### config.mk
export PLATFORM = sky130hd
export DESIGN_NAME = tri_counter_sequencer_flat
export DESIGN_NICKNAME = d
export VERILOG_FILES = /design/src/rtl/tri_counter_sequencer_if.sv /design/src/rtl/tri_counter_sequencer.sv /design/src/flat_wrapper.sv
export SDC_FILE = /design/constraint.sdc
export NUM_CORES = 1
export LEC_CHECK = 0
export BUFFER_PORTS_ARGS = -buffer_cell sky130_fd_sc_hd__buf_2
export CORE_MARGIN = 2
export CORE_UTILIZATION = 50
export DETAILED_ROUTE_END_ITERATION = 12
export PLACE_DENSITY = 0.83
export SLEW_MARGIN = 5
export SYNTH_ARGS = -nofsm -noshare
export SYNTH_HDL_FRONTEND = slang
export SYNTH_SLANG_ARGS = --single-unit
export TNS_END_PERCENT = 50
### constraint.sdc
create_clock -name clk -period 5.8 [get_ports clk]
set_input_delay 1.16 -clock clk [delete_from_list [all_inputs] [get_ports clk]]
set_output_delay 1.16 -clock clk [all_outputs]
set_load 0.01 [all_outputs]
### src/rtl/tri_counter_sequencer_if.sv
// Request/response bundle between requesters and the ternary-counter sequencer.
// Requesters act as master; the sequencer is the slave.
interface tri_counter_sequencer_if #(
    parameter int unsigned RPT_W = 4
);
    logic [1:0]       req_valid;
    logic [1:0]       req_ready;
    logic [6:0]       req_word0;
    logic [6:0]       req_word1;
    logic [RPT_W-1:0] req_rpt0;
    logic [RPT_W-1:0] req_rpt1;
    logic             rsp_valid;
    logic             rsp_id;
    logic [3:0]       rsp_data;
    logic             rsp_last;

    modport master (
        output req_valid, req_word0, req_word1, req_rpt0, req_rpt1,
        input  req_ready, rsp_valid, rsp_id, rsp_data, rsp_last
    );

    modport slave (
        input  req_valid, req_word0, req_word1, req_rpt0, req_rpt1,
        output req_ready, rsp_valid, rsp_id, rsp_data, rsp_last
    );
endinterface

### src/rtl/tri_counter_sequencer.sv
// Owns the ternary load counter's io_in bus: plays the init pattern after reset,
// then runs setup/cycle/capture ops for two round-robin requesters.
module tri_counter_sequencer #(
    parameter int unsigned SETUP_CYC  = 4,
    parameter int unsigned STROBE_CYC = 4,
    parameter int unsigned RPT_W      = 4,
    parameter logic [6:0]  INIT_WORD  = 7'h00
) (
    input  logic                          clk,
    input  logic                          rst,
    tri_counter_sequencer_if.slave        rq,
    output logic [7:0]                    ctr_in,
    input  logic [3:0]                    ctr_out,
    output logic                          busy
);
    typedef enum logic [2:0] {
        ST_INIT_S, ST_INIT_C, ST_IDLE, ST_SETUP, ST_STROBE, ST_CAPT
    } state_t;

    localparam logic [7:0] SETUP_LD  = 8'(SETUP_CYC - 1);
    localparam logic [7:0] STROBE_LD = 8'(STROBE_CYC - 1);

    state_t           state, state_nxt;
    logic [7:0]       cnt, cnt_nxt;
    logic [6:0]       word, word_nxt;
    logic [RPT_W-1:0] rem, rem_nxt;
    logic             id, id_nxt;
    logic             rr_last, rr_last_nxt;
    logic [7:0]       ctr_in_nxt;
    logic             busy_nxt;
    logic             rsp_valid_nxt, rsp_id_nxt, rsp_last_nxt;
    logic [3:0]       rsp_data_nxt;
    logic [1:0]       grant;

    // Contention goes to the requester not granted last; rr_last moves only on accept.
    always_comb begin
        grant = rq.req_valid;
        if (rq.req_valid == 2'b11)
            grant = rr_last ? 2'b01 : 2'b10;
        rq.req_ready = (state == ST_IDLE) ? grant : 2'b00;
    end

    always_comb begin
        state_nxt     = state;
        cnt_nxt       = cnt;
        word_nxt      = word;
        rem_nxt       = rem;
        id_nxt        = id;
        rr_last_nxt   = rr_last;
        ctr_in_nxt    = ctr_in;
        rsp_valid_nxt = 1'b0;
        rsp_id_nxt    = rq.rsp_id;
        rsp_data_nxt  = rq.rsp_data;
        rsp_last_nxt  = 1'b0;
        case (state)
            ST_INIT_S: begin
                ctr_in_nxt = {1'b0, INIT_WORD};
                if (cnt == '0) begin
                    state_nxt  = ST_INIT_C;
                    cnt_nxt    = STROBE_LD;
                    ctr_in_nxt = {1'b1, INIT_WORD};
                end else begin
                    cnt_nxt = cnt - 8'd1;
                end
            end
            ST_INIT_C: begin
                if (cnt == '0) begin
                    state_nxt  = ST_IDLE;
                    word_nxt   = INIT_WORD;
                    ctr_in_nxt = {1'b0, INIT_WORD};
                end else begin
                    cnt_nxt = cnt - 8'd1;
                end
            end
            ST_IDLE: begin
                if (rq.req_ready != 2'b00) begin
                    id_nxt      = rq.req_ready[1];
                    rr_last_nxt = rq.req_ready[1];
                    word_nxt    = rq.req_ready[1] ? rq.req_word1 : rq.req_word0;
                    rem_nxt     = rq.req_ready[1] ? rq.req_rpt1 : rq.req_rpt0;
                    state_nxt   = ST_SETUP;
                    cnt_nxt     = SETUP_LD;
                    ctr_in_nxt  = {1'b0, word_nxt};
                end
            end
            ST_SETUP: begin
                if (cnt == '0) begin
                    state_nxt  = ST_STROBE;
                    cnt_nxt    = STROBE_LD;
                    ctr_in_nxt = {1'b1, word};
                end else begin
                    cnt_nxt = cnt - 8'd1;
                end
            end
            ST_STROBE: begin
                if (cnt == '0) begin
                    state_nxt  = ST_CAPT;
                    ctr_in_nxt = {1'b0, word};
                end else begin
                    cnt_nxt = cnt - 8'd1;
                end
            end
            ST_CAPT: begin
                rsp_valid_nxt = 1'b1;
                rsp_id_nxt    = id;
                rsp_data_nxt  = ctr_out;
                rsp_last_nxt  = (rem == '0);
                if (rem == '0) begin
                    state_nxt = ST_IDLE;
                end else begin
                    rem_nxt   = rem - 1'b1;
                    state_nxt = ST_SETUP;
                    cnt_nxt   = SETUP_LD;
                end
            end
            default: state_nxt = ST_INIT_S;
        endcase
        busy_nxt = (state_nxt != ST_IDLE);
    end

    always_ff @(posedge clk or posedge rst) begin
        if (rst) begin
            state        <= ST_INIT_S;
            cnt          <= SETUP_LD;
            word         <= INIT_WORD;
            rem          <= '0;
            id           <= 1'b0;
            rr_last      <= 1'b1;
            ctr_in       <= '0;
            busy         <= 1'b1;
            rq.rsp_valid <= 1'b0;
            rq.rsp_id    <= 1'b0;
            rq.rsp_data  <= '0;
            rq.rsp_last  <= 1'b0;
        end else begin
            state        <= state_nxt;
            cnt          <= cnt_nxt;
            word         <= word_nxt;
            rem          <= rem_nxt;
            id           <= id_nxt;
            rr_last      <= rr_last_nxt;
            ctr_in       <= ctr_in_nxt;
            busy         <= busy_nxt;
            rq.rsp_valid <= rsp_valid_nxt;
            rq.rsp_id    <= rsp_id_nxt;
            rq.rsp_data  <= rsp_data_nxt;
            rq.rsp_last  <= rsp_last_nxt;
        end
    end
endmodule

### src/flat_wrapper.sv
// flat-port wrapper written by rule: the top's interface ports become plain ports
module tri_counter_sequencer_flat 
#(
    parameter int unsigned SETUP_CYC  = 4,
    parameter int unsigned STROBE_CYC = 4,
    parameter int unsigned RPT_W      = 4,
    parameter logic [6:0]  INIT_WORD  = 7'h00
)
  (clk, rst, ctr_in, ctr_out, busy, rq_req_valid, rq_req_word0, rq_req_word1, rq_req_rpt0, rq_req_rpt1, rq_req_ready, rq_rsp_valid, rq_rsp_id, rq_rsp_data, rq_rsp_last);
  tri_counter_sequencer_if #(.RPT_W(RPT_W)) rq_i ();
  input  logic clk;
  input  logic rst;
  output logic [7:0] ctr_in;
  input  logic [3:0] ctr_out;
  output logic busy;
  input wire logic [$bits(rq_i.req_valid)-1:0] rq_req_valid;
  input wire logic [$bits(rq_i.req_word0)-1:0] rq_req_word0;
  input wire logic [$bits(rq_i.req_word1)-1:0] rq_req_word1;
  input wire logic [$bits(rq_i.req_rpt0)-1:0] rq_req_rpt0;
  input wire logic [$bits(rq_i.req_rpt1)-1:0] rq_req_rpt1;
  output wire logic [$bits(rq_i.req_ready)-1:0] rq_req_ready;
  output wire logic [$bits(rq_i.rsp_valid)-1:0] rq_rsp_valid;
  output wire logic [$bits(rq_i.rsp_id)-1:0] rq_rsp_id;
  output wire logic [$bits(rq_i.rsp_data)-1:0] rq_rsp_data;
  output wire logic [$bits(rq_i.rsp_last)-1:0] rq_rsp_last;
  assign rq_i.req_valid = rq_req_valid;
  assign rq_i.req_word0 = rq_req_word0;
  assign rq_i.req_word1 = rq_req_word1;
  assign rq_i.req_rpt0 = rq_req_rpt0;
  assign rq_i.req_rpt1 = rq_req_rpt1;
  assign rq_req_ready = rq_i.req_ready;
  assign rq_rsp_valid = rq_i.rsp_valid;
  assign rq_rsp_id = rq_i.rsp_id;
  assign rq_rsp_data = rq_i.rsp_data;
  assign rq_rsp_last = rq_i.rsp_last;
  tri_counter_sequencer #(.SETUP_CYC(SETUP_CYC), .STROBE_CYC(STROBE_CYC), .RPT_W(RPT_W), .INIT_WORD(INIT_WORD)) u_core (.clk(clk), .rst(rst), .rq(rq_i), .ctr_in(ctr_in), .ctr_out(ctr_out), .busy(busy));
endmodule
==> Word-level counts from Yosys, hierarchy flattened <==
Index checks and enable logic that the tools add are counted.
{ "word_totals": {"ff_bits": 40, "out_inout_bits": 18, "wordCells": 73} }
{ "classes": {"n_reduce_logical": 15, "n_eq_ne": 13, "add_sub_neg": 2, "n_mux": 31} }
{ "op_table": {"columns": ["op", "n"], "rows": [
  ["$mux W8", 9],
  ["$pmux W8 S5", 1],
  ["$pmux W8 S4", 1],
  ["$mux W7", 3],
  ["$pmux W3 S6", 1],
  ["$mux W3", 5],
  ["$pmux W7 S2", 1],
  ["$mux W4", 3],
  ["$logic_not A8 Y1", 1],
  ["$pmux W4 S2", 1],
  ["$sub A8 B1 Y8 const B", 1],
  ["$eq A3 B2 Y1 const B", 2],
  ["$eq A3 B3 Y1 const B", 2],
  ["$mux W2", 3],
  ["$ne A2 B1 Y1 const B", 3],
  ["$ne A2 B2 Y1 const B", 3],
  ["$reduce_and A3 Y1", 2],
  ["$reduce_bool A2 Y1", 3],
  ["$reduce_and A5 Y1", 1],
  ["$reduce_bool A5 Y1", 1],
  ["$logic_not A4 Y1", 1],
  ["$reduce_and A4 Y1", 1],
  ["$reduce_bool A4 Y1", 1],
  ["$reduce_or A2 Y1", 2],
  ["other kinds (7)", 9]
]} }

==> Longest topological paths before layout <==
Gate-level depths: netlist (run 1).
{ "depth": {"ltp_word": 7, "mapped_depth": 8} }

==> Worst setup path before layout (run 1) <==
No wires, ideal clock.
{ "synth_path": {"path_kind": "input -> output", "start": "in rq_req_valid[1]", "end": "out rq_req_ready[1]", "n_path_buf": 1, "setup_slack_ns": 2.568, "t_required_ns": 4.640, "path_stages": 4, "arrival_ns": 2.072, "cell_sequence": "a21boi_0 -> buf_1 -> nand2_1 -> inv_1"} }
{ "synth_between": {"elab_chain_cells": 3} }
{ "synth_lines": {"columns": ["item", "line", "source"], "rows": [
  ["start, declared", "flat_wrapper.sv:16", "input wire logic [$bits(rq_i.req_valid)-1:0] rq_req_valid;"],
  ["$eq A2 B2 Y1", "tri_counter_sequencer.sv:38", "if (rq.req_valid == 2'b11)"],
  ["$mux W2 (*)", "tri_counter_sequencer.sv:38", null],
  ["$mux W2 (*)", "tri_counter_sequencer.sv:40", "rq.req_ready = (state == ST_IDLE) ? grant : 2'b00;"],
  ["end, declared", "flat_wrapper.sv:21", "output wire logic [$bits(rq_i.req_ready)-1:0] rq_req_ready;"]
]} }
Every way passes the cells marked *; elsewhere a longest branch is shown, timed or not.

==> Final worst setup path (run 1) <==
{ "layout_path": {"start": "reg u_core.state[0]", "end": "out rq_req_ready[1]"} }
{ "layout_between": {"elab_chain_cells": 2} }
{ "layout_lines": {"columns": ["item", "line", "source"], "rows": [
  ["start, declared", "tri_counter_sequencer.sv:23", "state_t state, state_nxt;"],
  ["start signal, assigned", "tri_counter_sequencer.sv:136", "state <= state_nxt;"],
  ["$eq A3 B2 Y1", "tri_counter_sequencer.sv:40", null],
  ["$mux W2", "tri_counter_sequencer.sv:40", null]
]} }
No other way between the ends.

==> impl_metrics.tcl, run 1 <==
set metrics [dict create \
    status "complete, no violations" \
    power.density_nw_per_um2 202 \
    synth_cells 230 \
    finalSetupViolCount 0 \
    cts_resized 0 \
    antenna_cells 0 \
    n_fill_cell 345 \
    yosys_most_used_dff "dfrtp_1" \
    final_nets 309 \
    ant_nets 0 \
    core_area_um2 4090 \
    die_area_um2 4850 \
    syn_nets 263 \
    clk_pin_slew_ns 0.08 \
    wl_met1_um 2100 \
    synth_edf_count 0 \
    die_w_um 69.7 \
    grt_pass1_wl_um 7990 \
    drive_gt1_share_pct 28.5 \
    slew_headroom_pct 52.9 \
    finClkSkew_ns 0.00758 \
    max_freq_mhz 295 \
    port_buffers 47 \
    dpl_cell_area_um2 2390 \
    start_util_pct 52.8 \
    postLayoutCellArea_um2 2490 \
    root_buffer "clkbuf_8" \
    arrival_ns 2.22 \
    track_usage_pct 20.2 \
    avgSynthCellArea_um2 9.37 \
    routedWlPerCell_um 14.2 \
    cap_violations 0 \
    grt_max_degree 41 \
    die_h_um 69.7 \
    required_ns 4.64 \
    hp-class "reg2reg" \
    yosysSeqAreaShare_pct 46.7 \
    insertion_delay_ns 0.30 \
    leakagePower_nw 1.22 \
    worst-slew-pin-transition_ns 0.699 \
    hold_buffers 0 \
    routed.top_layer "met4" \
    multi_input_area_um2 1030 \
    yosys_warnings 0 \
    crit_type "reg2out" \
    cts.path.max_buffers 2 \
    htree_num_levels 2 \
    drv_slew 0 \
    clock-sinks 40 \
    cts_tree "done" \
    ys_types 52 \
    gp_congestion 0.869 \
    ys_ff_latch 40 \
    seqCellArea_um2 1010 \
    drt_pass1_iterations 4 \
    rsz0062_at_grt "false" \
    cts_setup_buffers 0 \
    antenna_found_initial 0 \
    drc 0 \
    synthesis.area_um2 2160 \
    critPathMaxFanout 20 \
    hpwl_um 3310 \
    viasPerCell 5.65 \
    route.met2.wl_um 2220 \
    dr_wl_met3_um 254 \
    synthArstFlopShare_pct 100 \
    fin_tns_setup_ns 0 \
    ir_drop_mv 0.120 \
    grt_overflow 0 \
    fin_crit_ns 3.38 \
    endpoint_kind "output pin" \
    pin_count 48 \
    cts_buffers 5 \
    start_kind "flop" \
    first_iter_violations 132 \
    min_period_over_period_pct 58.4 \
    vias 1848 \
    drt-total-wl_um 4650 \
    fp-row-count 23 \
    grt_pass1_vias 1747 \
    synthToLayoutAreaGrowth_pct 15.6 \
    hold_viol_final 0 \
]
-- placed cells by master, fill, tap and decap left out, types with 3 or more instances in the layout --
master    Yosys  final
clkbuf_8      1      6
mux2_2        8      8
or3_1         3      3
ha_1          3      3
inv_1        10     10
buf_2         4     47
nor3_1        5      5
nand2_1      42     42
dfrtp_1      36     36
a21oi_1      10     10
o21ai_0      27     27
dfstp_2       4      4
mux2i_1      11     11
nor2_1       15     15
a211o_1       4      4
-- worst paths after layout --
path,start,to,slack [ns],depth (start not counted)
max reg2reg,u_core.state[0],u_core.cnt[1],3.09,5
max in group asynchronous,rst,u_core.busy,4.47,3
max,u_core.state[0],rq_req_ready[1],2.42,4
min,u_core.rq.rsp_data[1],u_core.rq.rsp_data[1],0.47,2
min in group asynchronous,rst,u_core.word[2],0.97,3
min reg2reg,u_core.rq.rsp_data[1],u_core.rq.rsp_data[1],0.47,2
-- routing by layer --
metal | vias up | track usage (%)
li1 | 910 | -
met1 | 867 | 26.2
met2 | 63 | 32.6
met3 | 8 | 4.80
met4 | 0 | 8.33
met5 | - | 0
-- Yosys cell counts (all sizes together), types with 3 or more instances --
cell    n  area [µm²]
nor3    5        25.0
nor2   15        56.3
o21ai  28         140
mux2    8        90.1
dfstp   4         105
nand2  43         164
a21oi  11        58.8
a211o   4        35.0
dfrtp  36         901
inv    11        41.3
ha      3        37.5
mux2i  11         110
or3     5        33.8
buf     8        57.6
-- layout make-up --
| class | count | area share (%) |
|---|---|---|
| clock buffers | 6 | 3.31 |
| flip-flops and latches | 40 | 40.4 |
| repair buffers | 49 | 10.0 |
| clock inverters | 2 | 0.603 |
| multi-input cells | 169 | 41.5 |
| well taps | 50 | 2.51 |
| inverters | 11 | 1.66 |
-- per-stage QoR --
stage / cells / power (W) / setup slack (ns) / hold WS (ns) / util (%)
2_1_floorplan: 230 / 0.000300 / 2.57 / 0.450 / -
3_3_place_gp: 319 / 0.000314 / 2.60 / 0.455 / 58.6
5_1_grt: 327 / 0.000525 / 2.22 / 0.514 / 61.0
4_1_cts: 327 / 0.000509 / 2.42 / 0.477 / 61.0
3_5_place_dp: 319 / 0.000315 / 2.53 / 0.458 / 58.6
6_report: 327 / 0.000503 / 2.42 / 0.474 / 61.0
-- where the power goes --
group | switching [W] | internal (W)
sequential | 0.00000155 | 0.000280
combinational | 0.0000139 | 0.0000128
clock | 0.0000979 | 0.0000962
-- state kept, by name, summed over array words and instances, names as in the netlist --
name / cells
u_core.id: 1
u_core.word: 7
u_core.state: 3
u_core.rq.rsp_valid: 1
u_core.rq.rsp_last: 1
u_core.rq.rsp_id: 1
u_core.rem: 4
u_core.busy: 1
u_core.ctr_in: 8
u_core.cnt: 8
u_core.rr_last: 1
u_core.rq.rsp_data: 4
-- critical path, stage by stage, from the launching register on --
cell and delay (ns):
dfrtp_1 0.61, nor3b_1 0.66, nand2_1 0.34, inv_1 0.17
buf_2 0.15
-- cell families after synthesis --
| kind of cell | Yosys count | share of synthesized area, % |
|---|---|---|
| mux | 19 | 9.29 |
| compound gates | 63 | 18.5 |
| simple gates | 83 | 18.1 |
| fa+ha+maj | 3 | 1.74 |
| buf+inv | 21 | 5.40 |
| xor+xnor | 1 | 0.406 |
| flops | 40 | 46.7 |
(Power assumes the default switching activity.)
==> run 2: changes to the inputs <==
--- a/config.mk
+++ b/config.mk
@@ -7,7 +7,7 @@
 export LEC_CHECK = 0
 export BUFFER_PORTS_ARGS = -buffer_cell sky130_fd_sc_hd__buf_2
 export CORE_MARGIN = 2
-export CORE_UTILIZATION = 50
+export CORE_UTILIZATION = 48
 export DETAILED_ROUTE_END_ITERATION = 12
 export PLACE_DENSITY = 0.83
 export SLEW_MARGIN = 5
==> constraint.sdc (replaced) <==
create_clock -name clk -period 3 [get_ports clk]
set_input_delay 0.6 -clock clk [delete_from_list [all_inputs] [get_ports clk]]
set_output_delay 0.6 -clock clk [all_outputs]
set_load 0.01 [all_outputs]
==> run 2 against run 1 <==
Net effect: sequential power rose by 93%; cell count is 1.8% higher; critical path depth increased by 1; largest cell class unchanged; register-to-register slack got worse by 2.6 ns; clock skew up 0.0050 ns; hold slack got worse by 0.066 ns; final area up 2.3%; flip-flop and latch count stayed put; critical path type is now reg2reg.
==> impl_metrics.tcl, run 2 (synthesis gave the netlist of run 1 again) <==
set metrics [dict create \
    dpl.cell_count 325 \
    status "complete, no violations" \
    grt_overflow 0 \
    ir_drop_mv 0.181 \
    p_sw_w 0.000224 \
    antenna_found_initial 0 \
    finalPower_w 0.00106 \
    grt_max_degree 41 \
    cts.path.max_buffers 2 \
    final_nets 313 \
    ant_nets 0 \
    finalSetupViolCount 0 \
    r2r-start "u_core.state[0]" \
    p_int_w 0.000839 \
    crit_type "reg2reg" \
    antenna_cells 0 \
    layout_common_cells "buf_2, nand2_1, dfrtp_1, o21ai_0, nor2_1" \
    gp_congestion 0.875 \
    synthToLayoutAreaGrowth_pct 18.2 \
    start_util_pct 49.5 \
    seqPwrFrac_pct 51.3 \
    r2r-end "u_core.cnt[1]" \
    rsz0062_at_grt "false" \
    leakagePower_nw 1.25 \
    htree_num_levels 2 \
    pin_count 48 \
    hp-class "in2async" \
    grt_pass1_vias 1800 \
    max_freq_mhz 401 \
    grt_pass1_wl_um 7610 \
    clk_pin_slew_ns 0.08 \
    die_area_um2 5040 \
    drc 0 \
    switching_share_pct 21.1 \
    routedWlPerCell_um 13.7 \
    cts_buffers 5 \
    n_fill_cell 378 \
    cts_resized 0 \
    start_kind "flop" \
    slew_headroom_pct 60.2 \
    final_common_cell "buf_2" \
    insertion_delay_ns 0.30 \
    seqCellArea_um2 1010 \
    drt_pass1_iterations 4 \
    fin_crit_ns 2.49 \
    drv_slew 0 \
    comb_power_share_pct 4.9 \
    cts_setup_buffers 0 \
    arrival_ns 2.72 \
    hold_viol_final 0 \
    cap_violations 0 \
    postLayoutCoreUtil_pct 58.5 \
    finClkSkew_ns 0.0126 \
    critPathMaxFanout 20 \
    clkPwrFrac_pct 43.9 \
    rrSetupSlack_ns 0.51 \
    clock-sinks 40 \
    fin_tns_setup_ns 0 \
    reg_top3 "u_core.cnt: 8 flops, u_core.ctr_in: 8 flops, u_core.word: 7 flops" \
    power.density_nw_per_um2 417 \
    cts_tree "done" \
    track_usage_pct 18.8 \
    endpoint_kind "flop" \
    first_iter_violations 93 \
    drive_gt1_share_pct 29.5 \
    instances_no_fill 333 \
    die_h_um 71.0 \
    die_w_um 71.0 \
    fp-row-count 24 \
    core_area_um2 4350 \
    ff2ff_path_depth 5 \
    worst-slew-pin-transition_ns 0.591 \
    port_buffers 47 \
    hold_buffers 0 \
    required_ns 3.23 \
    min_period_over_period_pct 83.1 \
    hpwl_um 3360 \
    drt-total-wl_um 4550 \
    viasPerCell 5.65 \
    multi_input_area_um2 1030 \
    root_buffer "clkbuf_8" \
    vias 1882 \
]
## run 2: area by class of cell
class	count	share of cell area [%]
flip-flops and latches	40	39.5
well taps	52	2.55
inverters	11	1.62
clock buffers	6	3.24
multi-input cells	169	40.6
clock inverters	2	1.52
repair buffers	53	11.0
## run 2: power groups by stage
stage,Clock [W],Combinational [W],Sequential (W)
6_report,0.000466,0.0000518,0.000545
5_1_grt,0.000493,0.0000584,0.000545
4_1_cts,0.000475,0.0000530,0.000545
3_5_place_dp,0,0.0000528,0.000556
3_3_place_gp,0,0.0000511,0.000555
2_1_floorplan,0,0.0000251,0.000555
## run 2: how the worst max path moves through the flow
stage | startpoint | endpoint | cells past startpoint
after detailed placement | u_core.state[0] | u_core.cnt[1] | 5
after floorplan | u_core.cnt[0] | u_core.cnt[1] | 7
final | u_core.state[0] | u_core.cnt[1] | 5
after global placement | u_core.state[0] | u_core.cnt[1] | 5
after global routing | u_core.state[0] | u_core.cnt[1] | 5
after CTS | u_core.state[0] | u_core.cnt[1] | 5
## run 2: stage by stage
step	area (µm²)	hold slack, ns	setup slack (ns)
floorplan	2160	0.450	0.778
global placement	2430	0.454	0.602
detailed placement	2430	0.458	0.549
CTS	2550	0.428	0.515
global route	2550	0.461	0.373
finish	2550	0.408	0.507
## run 2: worst max-delay path: stages (launching register included)
cell and delay, ns:
dfrtp_1 0.61, or3b_2 0.67, nor3_1 0.35, a211o_1 0.22
o21bai_1 0.20, mux2_2 0.37
## run 2: per-layer routing
metal,GRT usage (%),vias to the layer above,part of all wire (%)
met5,0,-,0
met4,9.64,0,1.9
met3,3.56,7,4.7
met2,31.9,53,49
met1,22.8,905,45
li1,-,917,-
==> run 3: changes to the inputs <==
--- a/config.mk
+++ b/config.mk
@@ -7,7 +7,7 @@
 export LEC_CHECK = 0
 export BUFFER_PORTS_ARGS = -buffer_cell sky130_fd_sc_hd__buf_2
 export CORE_MARGIN = 2
-export CORE_UTILIZATION = 48
+export CORE_UTILIZATION = 50
 export DETAILED_ROUTE_END_ITERATION = 12
 export PLACE_DENSITY = 0.83
 export SLEW_MARGIN = 5
==> constraint.sdc (replaced) <==
create_clock -name clk -period 2.4 [get_ports clk]
set_input_delay 0.48 -clock clk [delete_from_list [all_inputs] [get_ports clk]]
set_output_delay 0.48 -clock clk [all_outputs]
set_load 0.01 [all_outputs]
==> run 3 against run 2 <==
Net effect: flip-flop and latch count is the same; critical path depth grew 2; worst setup slack lost 0.41 ns; clock skew shrank 0.0052 ns; sequential share of layout area shrank 1.2 points; global-route usage grew 2.0 points; sequential power grew 25%; clock-buffer cell count is the same; wire length grew 3.2%; first-iteration DRC count grew 59%; highest routed layer unchanged.
==> impl_metrics.tcl, run 3 (synthesis gave the netlist of run 1 again) <==
set metrics [dict create \
    crit_type "reg2reg" \
    fp-row-count 23 \
    track_usage_pct 20.8 \
    drive_gt1_share_pct 31.6 \
    final_nets 320 \
    clock-sinks 40 \
    routedWlPerCell_um 13.9 \
    insertion_delay_ns 0.30 \
    drc 0 \
    grt_pass1_wl_um 8110 \
    viasPerCell 5.64 \
    pin_count 48 \
    core_area_um2 4090 \
    critPathMaxFanout 6 \
    cap_violations 0 \
    dpl_cell_area_um2 2480 \
    endpoint_kind "flop" \
    r2r-start "u_core.cnt[0]" \
    hp-class "in2async" \
    rrSetupSlack_ns 0.1 \
    finClkSkew_ns 0.00743 \
    layout_common_cells "buf_2, nand2_1, dfrtp_1, o21ai_0, nor2_1" \
    ir_drop_mv 0.557 \
    worst-slew-pin-transition_ns 0.572 \
    r2r-end "u_core.cnt[3]" \
    required_ns 2.58 \
    grt_max_degree 41 \
    min_period_over_period_pct 96.0 \
    cts_tree "done" \
    leakagePower_nw 1.30 \
    drv_slew 0 \
    grt_pass1_vias 1832 \
    fin_crit_ns 2.30 \
    hold_viol_final 0 \
    max_freq_mhz 434 \
    die_h_um 69.7 \
    antenna_cells 0 \
    ff2ff_path_depth 7 \
    htree_num_levels 2 \
    arrival_ns 2.49 \
    reg_top3 "u_core.cnt: 8 flops, u_core.ctr_in: 8 flops, u_core.word: 7 flops" \
    root_buffer "clkbuf_8" \
    gp_congestion 0.966 \
    finalSetupViolCount 0 \
    fin_tns_setup_ns 0 \
    cts.path.max_buffers 2 \
    drt_pass1_iterations 4 \
    seqCellArea_um2 1010 \
    drt-total-wl_um 4700 \
    grt_overflow 0 \
    cts_buffers 5 \
    vias 1905 \
    hpwl_um 3370 \
    startpoint "u_core.cnt[0]" \
    rsz0062_at_grt "false" \
    port_buffers 47 \
    clk_pin_slew_ns 0.08 \
    postLayoutCellArea_um2 2630 \
    die_area_um2 4850 \
    synthToLayoutAreaGrowth_pct 21.9 \
    endpoint "u_core.cnt[3]" \
    n_fill_cell 318 \
    first_iter_violations 148 \
    ant_nets 0 \
    hold_buffers 0 \
    final_common_cell "buf_2" \
    power.density_nw_per_um2 529 \
    antenna_found_initial 0 \
    multi_input_area_um2 1050 \
    start_kind "flop" \
    slew_headroom_pct 61.8 \
    finalPower_w 0.00139 \
    start_util_pct 52.8 \
    status "complete, no violations" \
    die_w_um 69.7 \
]
## run 3: final cells by class
type / count / share of cell area (%)
clock buffer: 6 / 2.76
clock inverter: 2 / 2.29
inverter: 11 / 1.57
multi-input combinational: 169 / 40.0
sequential: 40 / 38.3
tap: 50 / 2.38
timing repair buffer: 60 / 12.7
## run 3: what timing repair did
item	in CTS	in global routing
gates resized for setup	0	3
setup endpoints to repair	0	9
buffers inserted	0	0
## run 3: worst max-delay path, stage by stage (launching register included)
cell and delay, ns:
dfstp_2 0.39, inv_1 0.05, ha_1 0.23, or4b_2 0.68, o41ai_4 0.29, a31oi_1 0.13
and3_1 0.20, a211o_1 0.22
## run 3: worst min-delay path by stage
stage,startpoint,to,slack [ns],depth (start not counted)
final,rst,u_core.rq.rsp_valid,0.29,3
after global routing,rst,u_core.word[0],0.34,3
after CTS,rst,u_core.rq.rsp_data[0],0.30,3
after detailed placement,u_core.rq.rsp_data[1],u_core.rq.rsp_data[1],0.46,2
after global placement,u_core.rq.rsp_data[1],u_core.rq.rsp_data[1],0.45,2
after floorplan,u_core.word[0],u_core.word[0],0.45,2
## run 3: stage by stage
| stage | setup WS, ns | std cells | util, % | hold slack (ns) |
|---|---|---|---|---|
| floorplan | 0.178 | 230 | - | 0.450 |
| global placement | 0.122 | 330 | 60.6 | 0.455 |
| detailed placement | 0.0604 | 330 | 60.6 | 0.456 |
| CTS | 0.0650 | 338 | 63.8 | 0.301 |
| global route | 0.00286 | 338 | 64.3 | 0.344 |
| finish | 0.0966 | 338 | 64.3 | 0.289 |
## run 3: report_power, final
group | switching (W) | total, W | internal (W)
combinational | 0.0000334 | 0.0000645 | 0.0000311
sequential | 0.00000364 | 0.000681 | 0.000678
clock | 0.000229 | 0.000645 | 0.000415
total | 0.000266 | 0.00139 | 0.00112
## run 3: layer usage
layer	vias to the layer above	wire, µm	track usage, %
met5	-	0	0
met4	0	137	10.7
met3	12	232	4.36
met2	62	2220	33.4
met1	900	2100	26.5
li1	931	-	-
